$ cat config.mk
export PLATFORM = sky130hd
export DESIGN_NAME = alu_exec_seq
export DESIGN_NICKNAME = d
export VERILOG_FILES = /design/src/rtl/alu_exec_seq.sv
export SDC_FILE = /design/constraint.sdc
export NUM_CORES = 2
export LEC_CHECK = 0
export CAP_MARGIN = 25
export CORE_MARGIN = 4
export CORE_UTILIZATION = 40
export DETAILED_ROUTE_END_ITERATION = 8
export GPL_TIMING_DRIVEN = 0
export SYNTH_ARGS = -nofsm -noshare
export SYNTH_HDL_FRONTEND = slang
export SYNTH_SLANG_ARGS = --single-unit
$ cat constraint.sdc
create_clock -name clk -period 7.5 [get_ports clk]
set_input_delay 1.5 -clock clk [delete_from_list [all_inputs] [get_ports clk]]
set_output_delay 1.5 -clock clk [all_outputs]
set_load 0.02 [all_outputs]
$ cat src/rtl/alu_exec_seq.sv
// RV32I/M execute stage: decodes aluOp/funct7/funct3, runs single-cycle ALU ops
// directly and mul/div on an iterative shift-add / restoring-division datapath.
module alu_exec_seq #(
   parameter int DATA_WIDTH = 32,
   parameter int ENABLE_M   = 1
) (
   input  logic                  clk,
   input  logic                  rst,
   input  logic                  in_valid,
   output logic                  in_ready,
   input  logic [1:0]            aluOp,
   input  logic [6:0]            funct7,
   input  logic [2:0]            funct3,
   input  logic [DATA_WIDTH-1:0] op_a,
   input  logic [DATA_WIDTH-1:0] op_b,
   output logic                  out_valid,
   input  logic                  out_ready,
   output logic [DATA_WIDTH-1:0] result,
   output logic                  illegal,
   output logic                  busy
);

   localparam int W   = DATA_WIDTH;
   localparam int SHW = $clog2(W);
   localparam int CW  = $clog2(W);
   localparam logic [W-1:0] MIN_V = {1'b1, {(W-1){1'b0}}};

   typedef enum logic [1:0] {IDLE, CALC, FIX, DONE} state_t;
   typedef enum logic [4:0] {
      OP_ADD, OP_SUB, OP_SLL, OP_SLT, OP_SLTU, OP_XOR, OP_SRL, OP_SRA, OP_OR, OP_AND,
      OP_PASS, OP_MUL, OP_MULH, OP_MULHSU, OP_MULHU, OP_DIV, OP_DIVU, OP_REM, OP_REMU
   } op_t;

   state_t          state_q;
   logic            out_valid_q, illegal_q, busy_q;
   logic [W-1:0]    result_q;
   logic [CW-1:0]   cnt_q;
   logic [W-1:0]    hi_q, lo_q, opnd_q;
   logic            neg_q, neg_r_q, is_mul_q, sel_q;

   op_t             op_d;
   logic            ill_d, fast_d, is_mul_d, sel_d;
   logic [W-1:0]    fast_res_d, mag_a_d, mag_b_d, fix_res_d;
   logic            a_neg_d, b_neg_d;
   logic [SHW-1:0]  shamt;
   logic            b_zero, ovf;
   logic            accept;

   logic [W:0]      mul_sum;
   logic [W:0]      div_sh;
   logic            div_ge;
   logic [W-1:0]    div_diff;
   logic [2*W-1:0]  prod_n;
   logic [W-1:0]    q_n, r_n;

   assign in_ready  = (state_q == IDLE) | ((state_q == DONE) & out_ready);
   assign accept    = in_valid & in_ready;
   assign out_valid = out_valid_q;
   assign result    = result_q;
   assign illegal   = illegal_q;
   assign busy      = busy_q;

   always_comb begin
      op_d  = OP_ADD;
      ill_d = 1'b0;
      case (aluOp)
         2'b11: begin
            case (funct3)
               3'd0: op_d = OP_ADD;
               3'd1: if (funct7 == 7'h00) op_d = OP_SLL; else ill_d = 1'b1;
               3'd2: op_d = OP_SLT;
               3'd3: op_d = OP_SLTU;
               3'd4: op_d = OP_XOR;
               3'd5: begin
                  if (funct7 == 7'h00)      op_d = OP_SRL;
                  else if (funct7 == 7'h20) op_d = OP_SRA;
                  else                      ill_d = 1'b1;
               end
               3'd6: op_d = OP_OR;
               default: op_d = OP_AND;
            endcase
         end
         2'b10: begin
            if (funct7 == 7'h00) begin
               case (funct3)
                  3'd0: op_d = OP_ADD;
                  3'd1: op_d = OP_SLL;
                  3'd2: op_d = OP_SLT;
                  3'd3: op_d = OP_SLTU;
                  3'd4: op_d = OP_XOR;
                  3'd5: op_d = OP_SRL;
                  3'd6: op_d = OP_OR;
                  default: op_d = OP_AND;
               endcase
            end else if (funct7 == 7'h20) begin
               if (funct3 == 3'd0)      op_d = OP_SUB;
               else if (funct3 == 3'd5) op_d = OP_SRA;
               else                     ill_d = 1'b1;
            end else if (funct7 == 7'h01 && ENABLE_M != 0) begin
               case (funct3)
                  3'd0: op_d = OP_MUL;
                  3'd1: op_d = OP_MULH;
                  3'd2: op_d = OP_MULHSU;
                  3'd3: op_d = OP_MULHU;
                  3'd4: op_d = OP_DIV;
                  3'd5: op_d = OP_DIVU;
                  3'd6: op_d = OP_REM;
                  default: op_d = OP_REMU;
               endcase
            end else begin
               ill_d = 1'b1;
            end
         end
         2'b01:   op_d = OP_PASS;
         default: op_d = OP_ADD;
      endcase
   end

   // Single-cycle results, including the div-by-zero and signed-overflow shortcuts.
   always_comb begin
      shamt      = op_b[SHW-1:0];
      b_zero     = (op_b == '0);
      ovf        = (op_a == MIN_V) && (op_b == '1);
      fast_res_d = '0;
      fast_d     = 1'b1;
      case (op_d)
         OP_ADD:  fast_res_d = op_a + op_b;
         OP_SUB:  fast_res_d = op_a - op_b;
         OP_SLL:  fast_res_d = op_a << shamt;
         OP_SLT:  fast_res_d = {{(W-1){1'b0}}, $signed(op_a) < $signed(op_b)};
         OP_SLTU: fast_res_d = {{(W-1){1'b0}}, op_a < op_b};
         OP_XOR:  fast_res_d = op_a ^ op_b;
         OP_SRL:  fast_res_d = op_a >> shamt;
         OP_SRA:  fast_res_d = $unsigned($signed(op_a) >>> shamt);
         OP_OR:   fast_res_d = op_a | op_b;
         OP_AND:  fast_res_d = op_a & op_b;
         OP_PASS: fast_res_d = op_b;
         OP_DIV: begin
            fast_d     = b_zero | ovf;
            fast_res_d = b_zero ? '1 : MIN_V;
         end
         OP_REM: begin
            fast_d     = b_zero | ovf;
            fast_res_d = b_zero ? op_a : '0;
         end
         OP_DIVU: begin
            fast_d     = b_zero;
            fast_res_d = '1;
         end
         OP_REMU: begin
            fast_d     = b_zero;
            fast_res_d = op_a;
         end
         default: fast_d = 1'b0;
      endcase
   end

   always_comb begin
      is_mul_d = (op_d == OP_MUL) || (op_d == OP_MULH) || (op_d == OP_MULHSU) || (op_d == OP_MULHU);
      sel_d    = is_mul_d ? (op_d != OP_MUL) : ((op_d == OP_REM) || (op_d == OP_REMU));
      a_neg_d  = ((op_d == OP_MULH) || (op_d == OP_MULHSU) || (op_d == OP_DIV) || (op_d == OP_REM))
                 & op_a[W-1];
      b_neg_d  = ((op_d == OP_MULH) || (op_d == OP_DIV) || (op_d == OP_REM)) & op_b[W-1];
      mag_a_d  = a_neg_d ? -op_a : op_a;
      mag_b_d  = b_neg_d ? -op_b : op_b;
   end

   // One iteration step: hi/lo hold partial product or remainder/quotient.
   always_comb begin
      mul_sum  = {1'b0, hi_q} + (lo_q[0] ? {1'b0, opnd_q} : {(W+1){1'b0}});
      div_sh   = {hi_q, lo_q[W-1]};
      div_ge   = (div_sh >= {1'b0, opnd_q});
      div_diff = div_sh[W-1:0] - opnd_q;
      prod_n   = neg_q ? -{hi_q, lo_q} : {hi_q, lo_q};
      q_n      = neg_q ? -lo_q : lo_q;
      r_n      = neg_r_q ? -hi_q : hi_q;
      if (is_mul_q) fix_res_d = sel_q ? prod_n[2*W-1:W] : prod_n[W-1:0];
      else          fix_res_d = sel_q ? r_n : q_n;
   end

   always_ff @(posedge clk or posedge rst) begin
      if (rst) begin
         state_q     <= IDLE;
         out_valid_q <= 1'b0;
         result_q    <= '0;
         illegal_q   <= 1'b0;
         busy_q      <= 1'b0;
         cnt_q       <= '0;
         hi_q        <= '0;
         lo_q        <= '0;
         opnd_q      <= '0;
         neg_q       <= 1'b0;
         neg_r_q     <= 1'b0;
         is_mul_q    <= 1'b0;
         sel_q       <= 1'b0;
      end else begin
         case (state_q)
            IDLE, DONE: begin
               if (accept) begin
                  illegal_q <= ill_d;
                  if (fast_d) begin
                     state_q     <= DONE;
                     out_valid_q <= 1'b1;
                     result_q    <= fast_res_d;
                     busy_q      <= 1'b0;
                  end else begin
                     state_q     <= CALC;
                     out_valid_q <= 1'b0;
                     busy_q      <= 1'b1;
                     cnt_q       <= '0;
                     hi_q        <= '0;
                     lo_q        <= is_mul_d ? mag_b_d : mag_a_d;
                     opnd_q      <= is_mul_d ? mag_a_d : mag_b_d;
                     neg_q       <= a_neg_d ^ b_neg_d;
                     neg_r_q     <= a_neg_d;
                     is_mul_q    <= is_mul_d;
                     sel_q       <= sel_d;
                  end
               end else if (state_q == DONE && out_ready) begin
                  state_q     <= IDLE;
                  out_valid_q <= 1'b0;
               end
            end
            CALC: begin
               if (is_mul_q) begin
                  hi_q <= mul_sum[W:1];
                  lo_q <= {mul_sum[0], lo_q[W-1:1]};
               end else begin
                  hi_q <= div_ge ? div_diff : div_sh[W-1:0];
                  lo_q <= {lo_q[W-2:0], div_ge};
               end
               cnt_q <= cnt_q + 1'b1;
               if (cnt_q == CW'(W-1)) state_q <= FIX;
            end
            FIX: begin
               result_q    <= fix_res_d;
               out_valid_q <= 1'b1;
               busy_q      <= 1'b0;
               state_q     <= DONE;
            end
            default: state_q <= IDLE;
         endcase
      end
   end

endmodule

Word level (Yosys, flattened, before mapping)
Index checks and enable logic that the tools add are counted.
- register bits: 142
- output and inout bits: 36
- word-level logic and storage cells: 175
- add/sub/neg operators: 10
- order comparisons: 3
- eq/ne operators: 41
- shift operators: 3
- muxes and demuxes: 65
- bitwise operators: 11
- reductions and logical operators: 29
- operator list (operator ; number):
    32-bit 2-to-1 mux ; 20
    32-bit one-hot mux with 15 select lines ; 1
    32-bit one-hot mux with 2 select lines ; 3
    32-bit negation ; 4
    32-bit equality test (second input constant) ; 2
    32-bit less-than comparator ; 2
    64-bit 2-to-1 mux ; 1
    64-bit negation ; 1
    32-bit subtractor ; 2
    4-bit one-hot mux with 7 select lines ; 2
    5-bit by 4-bit equality test with 1-bit output (second input constant) ; 8
    5-bit one-hot mux with 7 select lines ; 1
    32-bit by 32-bit adder with 33-bit output ; 1
    33-bit by 32-bit >= comparator with 1-bit output ; 1
    32-bit adder ; 1
    32-bit bitwise AND ; 1
    32-bit zero test ; 1
    32-bit OR ; 1
    32-bit by 5-bit left shift with 32-bit output ; 1
    32-bit by 5-bit >> shifter with 32-bit output ; 1
    32-bit by 5-bit >>> shifter with 32-bit output ; 1
    32-bit bitwise XOR ; 1
    31-bit 2-to-1 mux ; 1
    5-bit 2-to-1 mux ; 5
    38 further kinds ; 99

Depth between registers and ports, before layout
Gate-level depths: netlist (run 1).
- depth after elaboration: 16
- gate-level depth with buffers: 17
- mapped depth without buffers: 14

Worst setup path after synthesis (run 1)
OpenSTA, ideal clock, no wires.
- kind: input to register
- start point: input op_b[1]
- end point: register result_q[25], in the netlist result[25]
- library setup time: 130 ps
- arrival time: 5043 ps
- required time: 7370 ps
- slack: 2327 ps
- stages: 14
- path buffers: 2
- cells stage by stage: buf_2 > buf_1 > clkinv_1 > ha_1 > nor2_1 > o311a_1 > a211o_1 > o21ai_1 > o31ai_1 > a2111oi_0 > nor3_1 > a2bb2oi_1 > nor4b_1 > o21ai_0
- word-level cells in the longest chain between the ends: 6
- elaborated cells on any way between the ends: 18
- ends and longest elaborated chain (element ; RTL line ; RTL):
    start: declaration ; 15 ; input logic [DATA_WIDTH-1:0] op_b,
    branches (longest 6 deep; another with 32-bit subtractor) ; -- ;
    end signal: assignment ; 204 ; result_q <= fast_res_d;
    end signal: assignment ; 236 ; result_q <= fix_res_d;
    end: declaration ; 36 ; logic [W-1:0] result_q;
Several ways; the timed one is not identified. The select of a mux whose other input is x is not followed.
A chain may end at the register's enable or synchronous reset.

Final worst setup path (run 1)
- start point: input op_b[3]
- end point: register result_q[23], in the netlist result[23]
Same word-level chain as after synthesis.

==> flow_summary.ini, run 1 <==
[synthesis]
synthCells = 3310
synth_largest_area_cell = dfrtp_1
synth_seq_area_share = 0.147
synth-seq-cells = 142
synth_fp_nets = 3567
yosysUniqueCellTypes = 100
synth_top_area_frac = 0.147
yosysMostFrequentCell = nor2_1
yosys_warnings = 0
synth_top_flop_cell = dfrtp_1
synth_edf_count = 0
synth_commonest_cells = nor2_1 (366), nand2_1 (264), o21ai_0 (245), a21oi_1 (241), clkbuf_1 (192)
synthTopCellsByArea = dfrtp_1 (15%), ha_1 (9.0%), nor2_1 (5.7%)
syn_area_um2 = 24200
syn_avg_cell_area_um2 = 7.30
synthArstFlopShare = 1.00

[status]
outcome = complete, but fails checks
violations = DRC, setup timing

[final_layout]
drive_above_1_share = 0.0749
final_core_util = 0.458
areaGrowthSynthToFinish_pct = 12.4
nFillCells = 6309
layout.nets = 3727

[drt]
routed_wl_um = 153000
via_count = 30100
dr.pass1.iters = 9
postRouteAntennaNets = 0
wire_per_inst_um = 35.9
drt-initial-drc-count = 4753
via_per_inst = 7.06
drcViolationCount = 1

[placement]
post-dp-hpwl_um = 123000
io_buffers = 115
place_ws_ns = -0.939
routabilityCongestion = 1.13

[global_routing]
grt_max_degree = 80
antenna_found_initial = 6
grt_pass1_wl_um = 211000
track_usage = 0.457
grt_overflow_total = 0
first_global_vias = 27800

[timing]
period_minus_slack_ns = 7.64
fin_crit_sh = 1.02
hold_viol_final = 0
finalSetupViolCount = 5
fin_skew_ns = 0.0173
rsz0062_at_grt = no
max-slew-margin-rel = 0.128
fmax_ghz = 0.131
report.final.slew_viol_count = 0
worst_pin_slew_ns = 1.31
worst_slack_ns = -0.144

[clocking]
post_cts.repair.setup_buffers = 0
htree_num_levels = 4
cts_hold_buf = 0
clk_latency_ns = 0.46
clock_sinks = 142
cts_buffers = 17
clock_path_buffers = 2
cts_tree = built
cts_root_buf = clkbuf_16
clk_pin_slew_worst_paths_ns = 0.07

[die]
fp.dieH_um = 254
core-area_um2 = 59400
num_io_pins = 116
initial_core_util = 0.407
die_width_um = 254
rows = 89
dieArea_um2 = 64400

[flow_run]
max-cap-violations = 0

[critical_path]
critPathCaptureType = flip-flop
slowest_stage = o31ai_1
critPathMaxFanout = 11
worst-path-buf-inv = 6
worstPathArrival_ns = 7.99
start_kind = input port
cpLargestDelayFamily = compound AO/OA/AOI/OAI gates
crit_top_cell = clkbuf_1
max_stage_delay_ns = 0.92
required_ns = 7.84
critPathKind = input port to flip-flop
crit_chain = clkdlybuf4s50_1 > clkbuf_1 > inv_1 > clkbuf_1 > clkbuf_1 > ha_1 > inv_1 > o311a_1 > a211o_1 > o21ai_1 > o31ai_1 > a21oi_1 > o2bb2ai_1 > o21ai_0 > nand4_1 > a22o_1

[power]
leakagePower_nw = 10.9
p_per_area_nw_per_um2 = 247
irDropWorstVdd_mv = 0.161
p_total_w = 0.00671

[hold_path]
hp-class = flip-flop to flip-flop
==> registers in the layout, summed over array words and instances (netlist names), 2 cells and up <==
register  flops
hi_q         32
lo_q         32
cnt_q         5
state_q       2
opnd_q       32
result       32
==> final timing paths <==
| check | start | to | slack [ns] | depth (start not counted) |
|---|---|---|---|---|
| max reg2reg | lo_q[0]$_DFFE_PP0P_ | result[12]$_DFFE_PP0P_ | 2.40 | 12 |
| max | op_b[3] | result[23]$_DFFE_PP0P_ | -0.14 | 16 |
| max in group asynchronous | rst | hi_q[30]$_DFFE_PP0P_ | 5.12 | 3 |
| min in group asynchronous | rst | hi_q[9]$_DFFE_PP0P_ | 1.56 | 2 |
| min | opnd_q[31]$_DFFE_PP0P_ | opnd_q[31]$_DFFE_PP0P_ | 0.48 | 2 |
| min reg2reg | opnd_q[31]$_DFFE_PP0P_ | opnd_q[31]$_DFFE_PP0P_ | 0.48 | 2 |
==> cell type report <==
| cell class | instances | area, µm² | area share |
|---|---|---|---|
| inverter | 166 | 628 | 0.0231 |
| timing repair buffer | 141 | 1410 | 0.0517 |
| clock buffer | 18 | 439 | 0.0162 |
| tap | 773 | 967 | 0.0356 |
| sequential | 142 | 3550 | 0.131 |
| clock inverter | 14 | 141 | 0.00521 |
| antenna | 6 | 15.0 | 0.000553 |
| buffer | 269 | 1100 | 0.0406 |
| multi-input combinational | 2733 | 18900 | 0.696 |
==> report_power, final <==
part / total [W] / switching, W / internal [W]
Clock: 0.000864 / 0.000412 / 0.000452
Sequential: 0.00135 / 0.000330 / 0.00102
Combinational: 0.00450 / 0.00293 / 0.00157
==> cell usage in the layout, fill, tap and decap left out, drive strengths merged, types with 26 or more instances in the layout <==
cell / n
nor2: 368
nand2: 264
o21ai: 263
a21oi: 241
clkbuf: 212
ha: 173
inv: 173
dfrtp: 142
xnor2: 129
clkdlybuf4s50: 115
buf: 99
nand3: 89
nor3: 88
a22oi: 68
mux2i: 67
o211ai: 61
a211oi: 59
nand4: 50
xor2: 46
mux4: 46
mux2: 45
a21o: 44
o31ai: 40
a211o: 35
o21a: 35
nor4: 33
a221oi: 32
a31oi: 29
o22ai: 28
nand2b: 26
==> cell families after synthesis <==
family | synth area share
compound gates | 0.325
xor+xnor | 0.0635
fa+ha+maj | 0.0929
buf+inv | 0.0713
flops | 0.147
mux | 0.0916
simple gates | 0.209
==> metrics by stage <==
step | cells | hold WS [ns] | cell area (µm²) | setup TNS [ns]
floorplan | 3310 | 0.450 | 24200 | 0
finish | 4262 | 0.482 | 27200 | -0.441
global placement | 4198 | 0.468 | 26300 | -43.72
CTS | 4251 | 0.488 | 27100 | 0
detailed placement | 4219 | 0.472 | 26500 | -6.68
global route | 4256 | 0.511 | 27100 | 0
==> layer usage <==
layer / track usage / wire [µm] / vias to the layer above
met5: 0.00977 / 131 / -
met4: 0.372 / 16300 / 8
met3: 0.127 / 17400 / 710
met2: 0.686 / 63600 / 2346
met1: 0.546 / 55700 / 14300
li1: - / - / 12700
==> worst min-delay path: cells and delay by family (launching register included) <==
kind / cells / cell delay (ns)
flip-flops: 1 / 0.34
AO/OA/AOI/OAI: 1 / 0.06
AND/OR/NAND/NOR: 1 / 0.05
==> what timing repair did <==
action,4_1_cts,5_1_grt
endpoints found under the hold margin,0,0
resized for setup,3,2
setup endpoints to repair,5,8
(Power assumes the default switching activity.)
==> run 2, diff against run 1 <==
--- a/config.mk
+++ b/config.mk
@@ -5,11 +5,12 @@
 export SDC_FILE = /design/constraint.sdc
 export NUM_CORES = 2
 export LEC_CHECK = 0
-export CAP_MARGIN = 25
 export CORE_MARGIN = 4
 export CORE_UTILIZATION = 40
+export CTS_CLUSTER_SIZE = 40
 export DETAILED_ROUTE_END_ITERATION = 8
 export GPL_TIMING_DRIVEN = 0
+export MAX_ROUTING_LAYER = met4
 export SYNTH_ARGS = -nofsm -noshare
 export SYNTH_HDL_FRONTEND = slang
 export SYNTH_SLANG_ARGS = --single-unit
==> run 2 against run 1 <==
Net effect: the flow finishes with violations (capacitance limit, slew limit, setup timing); clock skew grew 0.0031 ns; clock power grew 1%; register-to-register slack lost 0.27 ns; global-route usage grew 1.2 points; largest cell class unchanged; largest power group unchanged.
==> flow_summary.ini, run 2 (synthesis gave the netlist of run 1 again) <==
[power]
p_per_area_nw_per_um2 = 249
irDropWorstVdd_mv = 0.161
leakagePower_nw = 10.8

[critical_path]
critPathMaxFanout = 11
crit_top_cell = clkbuf_1
worstPathArrival_ns = 7.92
start_kind = input port
crit_chain = clkdlybuf4s50_1 > clkbuf_1 > inv_1 > clkbuf_1 > clkbuf_1 > ha_1 > inv_1 > o311a_1 > a211o_1 > o21ai_1 > o31ai_2 > a21oi_1 > o2bb2ai_1 > o21ai_0 > nand4_1 > a22o_1
max_stage_delay_ns = 0.85
critPathCaptureType = flip-flop
critPathKind = input port to flip-flop
slowest_stage = clkbuf_1
worst-path-buf-inv = 6
cpLargestDelayFamily = buffers and inverters
required_ns = 7.84

[final_layout]
layout.nets = 3706
mostFrequentLayoutCell = nor2_1
nFillCells = 6260
fin_area_um2 = 27000
drive_above_1_share = 0.0705
final_core_util = 0.455
areaGrowthSynthToFinish_pct = 11.8
finalNonFillerCells = 4250
mostFrequentLayoutCells = nor2_1 (366), nand2_1 (264), o21ai_0 (244), a21oi_1 (241), clkbuf_1 (190)

[drt]
drcViolationCount = 0
via_count = 29800
postRouteAntennaNets = 0
routed_wl_um = 152000
wire_per_inst_um = 35.8
drt-initial-drc-count = 4316
dr.pass1.iters = 9
via_per_inst = 7.00

[timing]
hold_viol_final = 0
worst_slack_ns = -0.0769
fmax_ghz = 0.132
rsz0062_at_grt = yes
period_minus_slack_ns = 7.58
report.final.slew_viol_count = 3
max-slew-margin-rel = -0.0903
fin_skew_ns = 0.0204
fin_crit_sh = 1.01
finalSetupViolCount = 5
worst_pin_slew_ns = 1.62

[clocking]
clock_path_buffers = 2
post_cts.repair.setup_buffers = 0
cts_root_buf = clkbuf_16
cts_buffers = 17
htree_num_levels = 4
cts_tree = built
clock_sinks = 142
clk_latency_ns = 0.46
clk_pin_slew_worst_paths_ns = 0.07

[die]
dieArea_um2 = 64400
initial_core_util = 0.407
rows = 89
fp.dieH_um = 254
die_width_um = 254
num_io_pins = 116
core-area_um2 = 59400

[placement]
place_ws_ns = -1.10
post-dp-hpwl_um = 122000
io_buffers = 115
placed_area_um2 = 26400
routabilityCongestion = 1.14
dp_cells = 4204

[global_routing]
grt_max_degree = 76
grt_overflow_total = 0
track_usage = 0.469
antenna_found_initial = 8
grt_pass1_wl_um = 211000
first_global_vias = 28000

[flow_run]
max-cap-violations = 2

[status]
outcome = complete, but fails checks
violations = capacitance limit, slew limit, setup timing

[hold_path]
hp-class = flip-flop to flip-flop
run 2: path summary, 6_finish.rpt:
kind                                  startpoint                      to  slack, ns  cells after the start
hold reg to reg            result[6]$_DFFE_PP0P_   result[6]$_DFFE_PP0P_       0.50                      2
min in group asynchronous                    rst     hi_q[8]$_DFFE_PP0P_       1.50                      2
hold / removal             result[6]$_DFFE_PP0P_   result[6]$_DFFE_PP0P_       0.50                      2
setup / recovery                         op_b[3]  result[23]$_DFFE_PP0P_      -0.08                     16
max in group asynchronous                    rst    hi_q[31]$_DFFE_PP0P_       5.08                      3
setup reg to reg             lo_q[0]$_DFFE_PP0P_  result[14]$_DFFE_PP0P_       2.13                     12
run 2: layout make-up:
| class | count | area (µm²) | share of cell area |
|---|---|---|---|
| clock inverters | 14 | 144 | 0.00533 |
| multi-input cells | 2733 | 18900 | 0.701 |
| inverters | 166 | 628 | 0.0233 |
| flip-flops and latches | 142 | 3550 | 0.132 |
| plain buffers | 268 | 1100 | 0.0409 |
| clock buffers | 18 | 439 | 0.0163 |
| well taps | 773 | 967 | 0.0358 |
| repair buffers | 121 | 1210 | 0.0448 |
| diodes | 15 | 37.5 | 0.00139 |
run 2: tightest hold or removal path: cells and delay by family (launching register included):
kind	cells	cell delay, ns
DFF	1	0.36
AOI/OAI and AO/OA	1	0.06
and+or+nand+nor	1	0.05
run 2: layer usage:
layer / part of all wire / GRT usage / vias up
li1: - / - / 12700
met1: 0.36 / 0.542 / 14200
met2: 0.42 / 0.696 / 2195
met3: 0.11 / 0.126 / 684
met4: 0.10 / 0.353 / 0
met5: 0 / - / -
run 2: per-stage QoR:
step           hold slack [ns]  setup TNS, ns  power (W)
3_5_place_dp             0.486         -10.19    0.00566
6_report                 0.501         -0.238    0.00672
4_1_cts                  0.505              0    0.00655
3_3_place_gp             0.478         -34.22    0.00564
2_1_floorplan            0.450              0    0.00397
5_1_grt                  0.515         -0.207    0.00700
run 2: repair_timing:
| action | in CTS | in global routing |
|---|---|---|
| hold buffers | 0 | 0 |
| endpoints found under the setup margin | 11 | 6 |
| resized for setup | 6 | 1 |
run 2: report_power, final:
group | internal [W] | switching [W] | leakage, nW | total, W
Clock | 0.000453 | 0.000421 | 0.286 | 0.000875
Sequential | 0.00102 | 0.000326 | 1.67 | 0.00135
Combinational | 0.00154 | 0.00295 | 8.80 | 0.00449
